**src/rtl/avg_sum_decoder.sv**
```systemverilog
// avg_sum_decoder: inverts an 8-tap running sum of unsigned 8-bit samples,
// recovering the newest sample each time a new window sum is accepted.
//
// Ports:
//   clk        rising-edge clock
//   rs         asynchronous active-high reset
//   sum_in     running sum of the last 8 samples (11 b)
//   sum_valid  sum_in carries a new window sum this cycle
//   sum_ready  block can accept sum_in this cycle (combinational)
//   x_out      recovered newest sample (8 b)
//   x_valid    x_out holds an unconsumed sample
//   x_ready    downstream accepts x_out this cycle
//   err        sticky flag: a recovered value fell outside 0..255
module avg_sum_decoder (
   input  logic        clk,
   input  logic        rs,
   input  logic [10:0] sum_in,
   input  logic        sum_valid,
   output logic        sum_ready,
   output logic [7:0]  x_out,
   output logic        x_valid,
   input  logic        x_ready,
   output logic        err
);

   localparam int unsigned SUM_W = 11;
   localparam int unsigned X_W   = 8;
   localparam int unsigned D_W   = 12;
   localparam int unsigned DEPTH = 8;

   logic [SUM_W-1:0]            prev_sum;
   logic [DEPTH-1:0][X_W-1:0]   hist;      // hist[0] newest, hist[DEPTH-1] = x[n-8]
   logic                        accept;
   logic [D_W-1:0]              d;
   logic                        d_bad;

   // Upstream may push whenever the output slot is free or being drained.
   assign sum_ready = !x_valid || x_ready;
   assign accept    = sum_valid && sum_ready;

   // x[n] = sum[n] - sum[n-1] + x[n-8], evaluated in 12-bit two's complement.
   assign d = D_W'(sum_in) - D_W'(prev_sum) + D_W'(hist[DEPTH-1]);

   // Out of range when negative or above 255; any wrapped overflow of an
   // illegal sum lands in the negative half, so it is still caught.
   assign d_bad = d[D_W-1] || (d[D_W-2:X_W] != '0);

   // Decoder state, output register and handshake.
   always_ff @(posedge clk or posedge rs) begin
      if (rs) begin
         x_out    <= '0;
         x_valid  <= 1'b0;
         err      <= 1'b0;
         prev_sum <= '0;
         hist     <= '0;
      end else begin
         if (accept) begin
            x_out    <= d[X_W-1:0];
            x_valid  <= 1'b1;
            prev_sum <= sum_in;
            hist     <= {hist[DEPTH-2:0], d[X_W-1:0]};
            if (d_bad) begin
               err <= 1'b1;
            end
         end else if (x_ready) begin
            x_valid <= 1'b0;
         end
      end
   end

endmodule

```
**config.mk**
```make
export PLATFORM = sky130hd
export DESIGN_NAME = avg_sum_decoder
export DESIGN_NICKNAME = d
export VERILOG_FILES = /design/src/rtl/avg_sum_decoder.sv
export SDC_FILE = /design/constraint.sdc
export NUM_CORES = 1
export LEC_CHECK = 0
export BUFFER_PORTS_ARGS = -buffer_cell sky130_fd_sc_hd__buf_4
export CAP_MARGIN = 10
export CORE_MARGIN = 8
export CORE_UTILIZATION = 50
export CTS_BUF_LIST = sky130_fd_sc_hd__clkbuf_8
export CTS_CLUSTER_SIZE = 40
export DETAILED_ROUTE_END_ITERATION = 6
export GPL_TIMING_DRIVEN = 0
export PLACE_DENSITY = 0.68
export SKIP_LAST_GASP = 1
export SYNTH_ARGS = -nofsm -noshare
export SYNTH_HDL_FRONTEND = slang
export SYNTH_SLANG_ARGS = --single-unit
```
**constraint.sdc**
```tcl
create_clock -name clk -period 8.8 [get_ports clk]
set_clock_uncertainty 0.15 [all_clocks]
set_input_delay 1.32 -clock clk [delete_from_list [all_inputs] [get_ports clk]]
set_output_delay 1.32 -clock clk [all_outputs]
set_load 0.005 [all_outputs]
```
**Yosys cells after proc, flatten, opt, wreduce, memory -nomap -nowiden**

Cells that the tools add are included.

- Flip-flop bits (word level): 77
- Bits in latches: 0
- ROM bits: 0
- Memories kept: 0
- Memory bits (writable): 0

- Equality and inequality tests: 0
- Reductions and logical operators: 7
- Bitwise gates (word level): 0
- Divide/modulo/power cells: 0
- Shifts and indexed selects: 0
- Multipliers: 0
- $lt $le $gt $ge: 0
- $add $sub $neg: 2
- Multiplexer cells: 2

Operators with widths:

| cell | number |
|---|---|
| 12-bit by 8-bit adder with 12-bit output | 1 |
| 11-bit by 11-bit subtractor with 12-bit output | 1 |
| 3-bit nonzero test | 1 |
| 1-bit logical OR | 2 |
| 1-bit 2-to-1 mux | 2 |
| 2-bit AND reduction | 1 |
| 2-bit nonzero test | 1 |
| 1-bit logical AND | 1 |
| 1-bit zero test | 1 |

**Logic depth before layout (Yosys ltp)**

Gate-level depths: netlist of the first run.

- Word-level depth: 5
- Gate-level depth with buffers: 11
- Depth with buffers taken out: 11

**Worst setup path before layout of the first run**

OpenSTA, ideal clock, no wires.

- Path kind: input port to flip-flop
- Start point: in sum_in[1]
- End point: reg err
- Data required time: 8.521 ns
- Arrival time: 3.903 ns
- Library setup time: 0.129 ns
- Setup slack: 4.619 ns
- Cell stages on the path: 10
- Cells stage by stage: inv_1 -> fa_1 -> inv_1 -> fa_1 -> a211oi_1 -> o21bai_1 -> or4b_1 -> a211oi_2 -> a311oi_1 -> a2111o_1

- Word-level cells in the longest chain between the ends: 5

RTL lines:

| item | RTL line | source |
|---|---|---|
| from (decl) | 17 | `input logic [10:0] sum_in,` |
| 11-bit by 11-bit subtractor with 12-bit output (*) | 42 | `assign d = D_W'(sum_in) - D_W'(prev_sum) + D_W'(hist[DEPTH-1]);` |
| 12-bit by 8-bit adder with 12-bit output (*) | 42 |  |
| 3-bit nonzero test | 46 | `assign d_bad = d[D_W-1] \|\| (d[D_W-2:X_W] != '0);` |
| 1-bit logical OR (*) | 46 |  |
| 2-bit AND reduction (no line) (*) | -- |  |
| to (signal assigned) | 53 | `err <= 1'b0;` |
| to (signal assigned) | 63 | `err <= 1'b1;` |
| to (decl) | 23 | `output logic err` |

Mark *: on every way between the ends. The rest lies on a longest branch, timed or not.
A chain may end at the register's enable or synchronous reset.

**Worst setup path after layout of the first run**

Same ends and word-level chain as after synthesis.

==> summary.md, run 1 <==
| Metric | Value |
|---|---|
| DR DRC count | 0 |
| Core area | 7180 µm² |
| First-pass GRT wire length | 11.7 mm |
| Fin nets | 379 |
| Routed len/inst | 15.3 µm |
| Synth cell count leaders | 77 x dfrtp_1, 52 x mux2_2, 37 x inv_1, 26 x nand2_1, 26 x o21ai_0 |
| Total via count in the routed design | 2,247 |
| Seq cells post-synth | 77 |
| PwrDens | 326 nW/µm² |
| Area occupied by multi-input gates | 1510 µm² |
| Clk pin slew, worst setup/hold paths | 0.07 ns |
| Resize count post-CTS | 0 |
| Synth-to-layout area growth | 14.4% |
| Critical Path AT | 4.20 ns |
| Buf+Inv Stages, Crit Path | 3 |
| Comb power frac | 38.9% |
| Post-route core utilization | 58.5% |
| LEAKAGE | 0.00201 µW |
| CTS tree | done |
| Synth async-reset ratio | 100% |
| Initial antenna violation count | 0 |
| Worst path max stage delay | 0.54 ns |
| Diodes inserted | 0 |
| Dpl cell area | 4010 µm² |
| Tcrit/Tclk final | 46.9% |
| Worst ir drop on vdd | 0.000143 V |
| Die Wd | 102 µm |
| FMAX | 0.243 GHz |
| Vias per inst | 5.06 |
| Reg power frac | 42.3% |
| Critical Path End Type | register |
| Sw frac | 33.0% |
| Post-synthesis sequential area ratio | 52.5% |
| Total global-route track usage | 14.7% |
| WL final | 6.82 mm |
| Hold-fix buffers, CTS | 0 |
| Sw power | 452 µW |
| # H-tree levels | 3 |
| HP Start | err |
| Starting Density | 51.2% |
| Synth Instances | 304 |
| Pin count of the biggest net entering global routing | 59 |
| Synthesized area | 3670 µm² |
| # rows | 31 |
| RSZ-0062 raised after global routing | no |
| Share of cells above drive strength 1 | 31.6% |
| Drt first-iter violations | 121 |
| Final Slew Violations | 0 |
| Share of the synthesized area in the top cell type | 52.5% |
| Syn_nets | 342 |
| CP required | 8.88 ns |
| Yosys warnings | 0 |
| I/O Buffers | 25 |
| Worst skew pair latency | 0.35 ns |
| Die area | 10,300 µm² |
| Setup TNS | 0 ns |
| Worst setup path start | sum_in[1] |
| Clock tree buffer depth | 2 |
| Die height | 102 µm |
| Synth Area per Inst | 12.1 µm² |
| Ports | 26 |
| Final Hold Vio Count | 0 |
| Startpoint Class | primary input |
| Detailed placer's ending HPWL | 4.82 mm |
| Setup CP Type | primary input to register |
| First drt pass iteration count | 4 |
| Routed Antenna Nets | 0 |
| Pint | 919 µW |
| Cell family with most CP delay | compound AO/OA/AOI/OAI gates |
| CTS Buf Count | 9 |
| Post-synth EDFFs | 0 |
| Slowest CP cell | fa_1 |
| Largest area contributor in the netlist | dfrtp_1 |
| Placer Congestion | 0.811 |
| Yosys cell types | 35 |
| Sequential cell area | 1930 µm² |
| Clock power frac | 18.8% |
| Fillers | 610 |
| Post-synth top flop | dfrtp_1 |
| RR Startpoint | prev_sum[1] |
| Slew margin rel. | 50.7% |
| Setup Viol. Count Final | 0 |
| Worst-margin pin slew | 0.739 ns |
| Status | complete, no violations |
| Grt total ovfl | 0 |
| Post-CTS setup repair buffer count | 0 |
| Clock Sinks | 77 |
| HP Class | register to register |
| Design area | 4200 µm² |
| Max-Cap Viols | 0 |
| Most frequent cell after synthesis | dfrtp_1 |
| Pwr Total | 1370 µW |
| CTS root buf | clkbuf_8 |
| Area contributors post-synth | dfrtp_1 52%, mux2_2 16%, ha_1 5.1% |
| Crit path time final | 4.12 ns |
| Crit Path Max Fanout | 3 |
| Fin Hold WS | 0.324 ns |
| Vias in the first global route | 2,407 |
| Crit-path cells | buf_4, inv_1, fa_1, inv_1, fa_1, a211oi_1, o21bai_1, or4b_1, a211oi_2, a311oi_1, a2111o_1 |
cells in the final DEF, fill, tap and decap left out, types with 2 or more instances in the layout:
cell type / instances
a211oi_1: 4
a21oi_1: 3
buf_1: 4
buf_2: 2
buf_4: 33
clkbuf_1: 4
clkbuf_8: 9
clkinv_2: 3
dfrtp_1: 77
fa_1: 8
ha_1: 15
inv_1: 36
mux2_2: 52
nand2_1: 26
nand2b_1: 3
nor2_1: 4
nor3_1: 2
o21ai_0: 26
o21bai_1: 6
o31ai_1: 3
xnor2_1: 2
xor2_1: 3
power by group through the flow:
stage	sequential [µW]	clock [µW]	combinational, µW
2_1_floorplan	561	0	418
3_3_place_gp	581	0	519
3_5_place_dp	589	0	534
4_1_cts	582	264	540
5_1_grt	601	278	602
6_report	579	258	533
flip-flops by register name, summed over array words and instances (netlist names):
signal / flops
err: 1
hist: 64
prev_sum: 11
x_valid: 1
per-stage QoR:
step	cells	setup slack (ns)
3_5_place_dp	429	4.33
6_report	444	4.68
2_1_floorplan	304	4.62
5_1_grt	444	4.41
4_1_cts	444	4.68
3_3_place_gp	428	4.34
cell type report:
type	count	share of cell area, %
flip-flops and latches	77	45.9
multi-input cells	172	35.9
repair buffers	26	5.12
inverters	37	3.37
clock buffers	9	2.95
well taps	99	2.95
plain buffers	18	2.38
clock inverters	6	1.49
cell families after synthesis:
family / after synthesis / share of synthesized area (%)
flops: 77 / 52.5
buf+inv: 55 / 6.51
mux: 52 / 15.9
compound gates: 50 / 9.13
simple gates: 42 / 5.28
fa+ha+maj: 23 / 9.47
xor+xnor: 5 / 1.19
worst paths after layout:
kind / endpoint / slack [ns] / depth (start not counted)
worst max-delay path: err / 4.68 / 11
worst min-delay path: err / 0.32 / 1
worst max register to register: err / 5.40 / 9
worst min register to register: err / 0.32 / 1
max in group asynchronous: hist[62] / 7.17 / 3
min in group asynchronous: hist[25] / 0.76 / 2
per-layer routing:
layer / share of wire (%) / up-vias / global-route usage [%] / routed length [µm]
met1: 47 / 1113 / 19.4 / 3180
li1: - / 1086 / - / -
met4: 1.3 / 0 / 6.53 / 89
met2: 47 / 40 / 22.5 / 3240
met5: 0 / - / 0 / 0
met3: 4.5 / 8 / 3.09 / 308
Power figures use the tool's default switching activity.
==> run 2, diff against run 1 <==
--- a/config.mk
+++ b/config.mk
@@ -13,7 +13,7 @@
 export CTS_CLUSTER_SIZE = 40
 export DETAILED_ROUTE_END_ITERATION = 6
 export GPL_TIMING_DRIVEN = 0
-export PLACE_DENSITY = 0.68
+export PLACE_DENSITY = 0.71
 export SKIP_LAST_GASP = 1
 export SYNTH_ARGS = -nofsm -noshare
 export SYNTH_HDL_FRONTEND = slang
==> constraint.sdc (replaced) <==
create_clock -name clk -period 3.3 [get_ports clk]
set_clock_uncertainty 0.15 [all_clocks]
set_input_delay 0.495 -clock clk [delete_from_list [all_inputs] [get_ports clk]]
set_output_delay 0.495 -clock clk [all_outputs]
set_load 0.005 [all_outputs]
==> run 2 against run 1 <==
  * Via count grew 0.18%
  * Die area is the same
  * Routed wire length shrank 2.5%
  * Register-to-register slack lost 5.3 ns
  * Core utilization grew 1.8 points
  * Combinational power grew to 2.9 times the previous value
  * Clock power grew to 3.3 times the previous value
  * Critical path depth shrank 2
  * Global-route usage shrank 0.53 points
  * Sequential share of layout area shrank 1.3 points
  * Cell count grew 0.90%
  * Worst setup slack lost 4.5 ns
  * Critical path type is now register to register
==> summary.md, run 2 (synthesized netlist as in run 1, its figures left out) <==
| Metric | Value |
|---|---|
| Drt first-iter violations | 61 (-50%) |
| First drt pass iteration count | 4 (unchanged) |
| LEAKAGE | 0.00204 µW (+1.7%) |
| Most frequent cells in the layout | 77 x dfrtp_1, 52 x mux2_2, 36 x inv_1, 35 x buf_4 |
| CTS Buf Count | 9 (unchanged) |
| Starting Density | 51.2% (unchanged) |
| Post-route core utilization | 60.3% (+1.8 points) |
| Dpl cell area | 4020 µm² (+0.19%) |
| Worst ir drop on vdd | 0.000631 V (+340%) |
| HP Start | sum_in[10] |
| CTS tree | done |
| I/O Buffers | 25 (unchanged) |
| Die height | 102 µm (unchanged) |
| Pin count of the biggest net entering global routing | 52 (-12%) |
| # H-tree levels | 3 (unchanged) |
| Die Wd | 102 µm (unchanged) |
| Final Slew Violations | 0 (unchanged) |
| Placer Congestion | 0.820 (+1.1%) |
| DR WL met2 | 3.14 mm (-3.1%) |
| Grt total ovfl | 0 (unchanged) |
| Worst R2R Setup Slack | 0.15 ns (-5.25 ns) |
| Design area | 4330 µm² (+3.0%) |
| Die area | 10,300 µm² (unchanged) |
| Top Registers | hist: 64 flops, prev_sum: 11 flops |
| Setup Viol. Count Final | 0 (unchanged) |
| Wire length on met1 | 3.09 mm (-2.9%) |
| Crit Path Max Fanout | 3 (unchanged) |
| Most common cell after layout, fill and taps aside | dfrtp_1 |
| Setup CP Type | register to register |
| Fin nets | 382 (+0.79%) |
| CTS root buf | clkbuf_8 |
| Routed len/inst | 14.8 µm (-3.4%) |
| Worst-margin pin slew | 0.632 ns (-0.106 ns) |
| Crit path time final | 3.15 ns |
| Ports | 26 (unchanged) |
| Total via count in the routed design | 2,251 (+0.18%) |
| CP required | 3.38 ns (-5.50 ns) |
| Fillers | 600 (-1.6%) |
| Core area | 7180 µm² (unchanged) |
| # rows | 31 (unchanged) |
| Met3 WL post-DR | 331 µm (+7.5%) |
| Pwr Total | 3950 µW (+190%) |
| Total global-route track usage | 14.1% (-0.53 points) |
| Max-Cap Viols | 0 (unchanged) |
| Largest register FFs | 64 (unchanged) |
| Detailed placer's ending HPWL | 4.82 mm (about the same) |
| PwrDens | 913 nW/µm² (+180%) |
| HP Class | primary input to register |
| Critical Path End Type | register |
| Critical Path AT | 3.23 ns (-0.97 ns) |
| Clock Sinks | 77 (unchanged) |
| Tcrit/Tclk final | 95.5% |
| RR Startpoint | prev_sum[1] |
| Worst path max stage delay | 0.53 ns (about the same) |
| Vias per inst | 5.02 (-0.72%) |
| Slowest CP cell | fa_1 |
| Top reg by flops | hist |
| Final Hold Vio Count | 0 (unchanged) |
| DR DRC count | 0 (unchanged) |
| Slew margin rel. | 57.8% (+7.1 points) |
| Clock tree buffer depth | 2 (unchanged) |
| Startpoint Class | register |
| Clk pin slew, worst setup/hold paths | 0.08 ns (about the same) |
| Diodes inserted | 0 (unchanged) |
| Initial antenna violation count | 0 (unchanged) |
| WL final | 6.64 mm (-2.5%) |
| Vias in the first global route | 2,366 (-1.7%) |
| DR top layer | met4 |
| RSZ-0062 raised after global routing | no |
| Routed Antenna Nets | 0 (unchanged) |
| Crit-path cells | fa_1, inv_2, fa_2, a211oi_2, o21bai_1, or4b_1, a211oi_2, a311oi_1, a2111o_1 |
| Share of cells above drive strength 1 | 33.8% (+2.2 points) |
| Worst skew pair latency | 0.34 ns (about the same) |
| FMAX | 0.317 GHz |
| Synth-to-layout area growth | 17.8% |
| Status | complete, no violations |
| Most used cell, CP | a211oi_2 |
| Worst setup path start | prev_sum[1] |
| First-pass GRT wire length | 11.1 mm (-4.4%) |
run 2: cell count changes in the layout (fill, tap and decap cells not counted), sizes merged:
cell | previous run | this run
buf | 40 | 42
bufinv | 1 | 3
clkbuf | 13 | 14
inv | 38 | 39
clkinvlp | 0 | 1
dlygate4sd3 | 0 | 1
clkinv | 4 | 0
run 2: layout make-up:
cell class              instances  area (µm²)  area share, %
plain buffers                  18         100           2.31
clock buffers                  10         138           3.18
clock inverters                 6         110           2.54
inverters                      37         141           3.27
multi-input cells             172        1550           35.7
flip-flops and latches         77        1930           44.5
well taps                      99         124           2.86
repair buffers                 29         240           5.55
run 2: worst paths after layout:
| check | cells after the start | end |
|---|---|---|
| max in group asynchronous | 4 | prev_sum[6] |
| setup reg to reg | 9 | err |
| setup / recovery | 9 | err |
| hold / removal | 3 | prev_sum[10] |
| min in group asynchronous | 3 | hist[25] |
| hold reg to reg | 2 | hist[63] |
run 2: layer usage:
layer | global-route usage [%] | vias up
li1 | - | 1094
met1 | 17.6 | 1113
met2 | 22.5 | 33
met3 | 4.74 | 11
met4 | 4.58 | 0
met5 | 0 | -
run 2: repair_timing:
| item | 4_1_cts | 5_1_grt |
|---|---|---|
| hold buffers | 1 | 0 |
| setup buffers | 0 | 2 |
| gates resized for setup | 0 | 5 |
| setup endpoints to repair | 0 | 1 |
| endpoints found under the hold margin | 26 | 0 |
run 2: where the power goes:
part / internal [µW] / switching (µW) / leakage [µW] / total [µW]
Clock: 523 / 340 / 0.000124 / 863
Combinational: 836 / 709 / 0.000979 / 1540
Sequential: 1350 / 197 / 0.000936 / 1540
Total: 2710 / 1250 / 0.00204 / 3950
run 2: per-stage QoR:
| stage | hold WS [ns] | setup WS, ns | TNS [ns] | std cells |
|---|---|---|---|---|
| after floorplan | 0.294 | 0.0579 | 0 | 304 |
| after global placement | 0.306 | -0.206 | -15.75 | 428 |
| after detailed placement | 0.316 | -0.242 | -0.242 | 429 |
| after CTS | 0.197 | 0.00956 | 0 | 446 |
| after global routing | 0.202 | 0.0188 | 0 | 448 |
| final | 0.212 | 0.147 | 0 | 448 |
run 2: critical path: cells and delay by family (launching register included):
| family | cells | cell delay [ns] |
|---|---|---|
| compound gates | 5 | 0.99 |
| fa+ha+maj | 2 | 0.90 |
| simple gates | 1 | 0.52 |
| flops | 1 | 0.41 |
| buf+inv | 1 | 0.05 |
==> run 3, diff against run 2 <==
--- a/config.mk
+++ b/config.mk
@@ -9,7 +9,6 @@
 export CAP_MARGIN = 10
 export CORE_MARGIN = 8
 export CORE_UTILIZATION = 50
-export CTS_BUF_LIST = sky130_fd_sc_hd__clkbuf_8
 export CTS_CLUSTER_SIZE = 40
 export DETAILED_ROUTE_END_ITERATION = 6
 export GPL_TIMING_DRIVEN = 0
==> run 3 against run 2 <==
  * Maximum frequency about the same
  * Clock power hardly changed
  * Sequential cell count stayed put
  * Worst setup slack unchanged
==> summary.md, run 3 (synthesized netlist as in run 1, its figures left out) <==
| Metric | Value |
|---|---|
| I/O Buffers | 25 (unchanged) |
| Worst Reg-to-Reg Cells | 9 (unchanged) |
| Hold Crit Depth | 3 (unchanged) |
| Worst skew pair latency | 0.34 ns (about the same) |
| First drt pass iteration count | 4 (unchanged) |
| Fillers | 600 (unchanged) |
| Crit path time final | 3.15 ns (unchanged) |
| Pwr Total | 3950 µW (about the same) |
| Setup CP Type | register to register |
| Pre-CTS WS | -0.242 ns (unchanged) |
| Setup Viol. Count Final | 0 (unchanged) |
| Synth-to-layout area growth | 17.8% (unchanged) |
| Most frequent cells in the layout | 77 x dfrtp_1, 52 x mux2_2, 35 x inv_1, 35 x buf_4 |
| Reg-to-Reg End | err |
| Pin count of the biggest net entering global routing | 52 (unchanged) |
| CTS root buf | clkbuf_8 |
| First-pass GRT wire length | 11.1 mm (unchanged) |
| Clk pin slew, worst setup/hold paths | 0.08 ns (about the same) |
| Diodes inserted | 0 (unchanged) |
| Ports | 26 (unchanged) |
| Worst-margin pin slew | 0.632 ns (-0.000120 ns) |
| Placer Congestion | 0.820 (unchanged) |
| CP required | 3.38 ns (about the same) |
| Total via count in the routed design | 2,250 (-0.044%) |
| Top reg by flops | hist |
| Routed Antenna Nets | 0 (unchanged) |
| Routed len/inst | 14.8 µm (about the same) |
| CTS Buf Count | 9 (unchanged) |
| Crit Path Max Fanout | 3 (unchanged) |
| Final Slew Violations | 0 (unchanged) |
| PwrDens | 914 nW/µm² (about the same) |
| HP Class | primary input to register |
| Final Hold Vio Count | 0 (unchanged) |
| LEAKAGE | 0.00204 µW (-0.20%) |
| Total global-route track usage | 14.1% (unchanged) |
| Fin nets | 382 (unchanged) |
| # rows | 31 (unchanged) |
| Fin Hold WS | 0.212 ns (-0.0000620 ns) |
| Vias per inst | 5.02 (about the same) |
| Worst ir drop on vdd | 0.000631 V (about the same) |
| Detailed placer's ending HPWL | 4.82 mm (unchanged) |
| Most common cell after layout, fill and taps aside | dfrtp_1 |
| # H-tree levels | 3 (unchanged) |
| Clock Sinks | 77 (unchanged) |
| Worst Slack Setup Final | 0.147 ns (unchanged) |
| Critical Path AT | 3.23 ns (about the same) |
| FMAX | 0.317 GHz (about the same) |
| RSZ-0062 raised after global routing | no |
| Clock tree buffer depth | 2 (unchanged) |
| DR DRC count | 0 (unchanged) |
| RR Startpoint | prev_sum[1] |
| Vias in the first global route | 2,366 (unchanged) |
| Die area | 10,300 µm² (unchanged) |
| Worst Hold End | prev_sum[10] |
| Starting Density | 51.2% (unchanged) |
| Largest register FFs | 64 (unchanged) |
| Grt total ovfl | 0 (unchanged) |
| Core area | 7180 µm² (unchanged) |
| Top Registers | hist: 64 flops, prev_sum: 11 flops |
| Die Wd | 102 µm (unchanged) |
| Status | complete, no violations |
| Tcrit/Tclk final | 95.5% (unchanged) |
| Drt first-iter violations | 60 (-1.6%) |
| Die height | 102 µm (unchanged) |
| Slew margin rel. | 57.8% (about the same) |
| Critical Path End Type | register |
| Share of cells above drive strength 1 | 33.8% (unchanged) |
| Max-Cap Viols | 0 (unchanged) |
| HP Start | sum_in[10] |
| WL final | 6.64 mm (about the same) |
| Initial antenna violation count | 0 (unchanged) |
| CTS tree | done |
| Worst R2R Setup Slack | 0.15 ns (about the same) |
| Startpoint Class | register |
==> run 3: cell types whose count changed in the layout (fill, tap and decap cells not counted) <==
cell | before | now
inv_1 | 36 | 35
clkbuf_1 | 4 | 5
==> run 3: metrics by stage <==
step | utilization (%) | setup TNS [ns] | instances | cell area, µm²
global placement | 55.6 | -15.75 | 428 | 3990
finish | 60.3 | 0 | 448 | 4330
detailed placement | 56.0 | -0.242 | 429 | 4020
CTS | 59.6 | 0 | 446 | 4280
floorplan | - | 0 | 304 | 3680
global route | 60.3 | 0 | 448 | 4330
==> run 3: cell type report <==
type                    instances  area (µm²)  share of cell area [%]
plain buffers                  18         100                    2.31
clock inverters                 5         106                    2.46
flip-flops and latches         77        1930                    44.5
clock buffers                  11         141                    3.27
inverters                      37         141                    3.27
well taps                      99         124                    2.86
repair buffers                 29         240                    5.55
multi-input cells             172        1550                    35.7
==> run 3: layer usage <==
layer | share of wire [%] | up-vias | routed length (µm) | track usage, %
met1 | 47 | 1112 | 3090 | 17.6
met2 | 47 | 33 | 3130 | 22.5
li1 | - | 1094 | - | -
met3 | 5.0 | 11 | 331 | 4.74
met4 | 1.3 | 0 | 87 | 4.58
met5 | 0 | - | 0 | 0
==> run 3: power breakdown <==
| part | total, µW | switching (µW) | internal [µW] |
|---|---|---|---|
| Clock | 865 | 339 | 526 |
| Combinational | 1540 | 709 | 836 |
| Sequential | 1540 | 197 | 1350 |
| Total | 3950 | 1240 | 2710 |
==> run 3: worst max-delay path by stage <==
stage                startpoint           to  slack (ns)  cells after the start
CTS                 prev_sum[2]          err        0.01                      9
floorplan             sum_in[1]          err        0.06                     10
detailed placement    sum_in[2]          err       -0.24                     11
finish              prev_sum[1]          err        0.15                      9
global placement             rs  prev_sum[6]       -0.21                      2
global route        prev_sum[1]          err        0.02                      9
==> run 3: repair_timing <==
action | 4_1_cts | 5_1_grt
hold buffers | 1 | 0
endpoints found under the hold margin | 26 | 0
setup endpoints to repair | 0 | 1
gates resized for setup | 0 | 5
buffers inserted | 0 | 2
==> run 3: worst max-delay path, cell delays in order, from the launching register on <==
cell      delay, ns
dfrtp_1        0.41
fa_1           0.53
inv_2          0.05
fa_2           0.37
a211oi_2       0.25
o21bai_1       0.11
or4b_1         0.52
a211oi_2       0.19
a311oi_1       0.08
a2111o_1       0.36
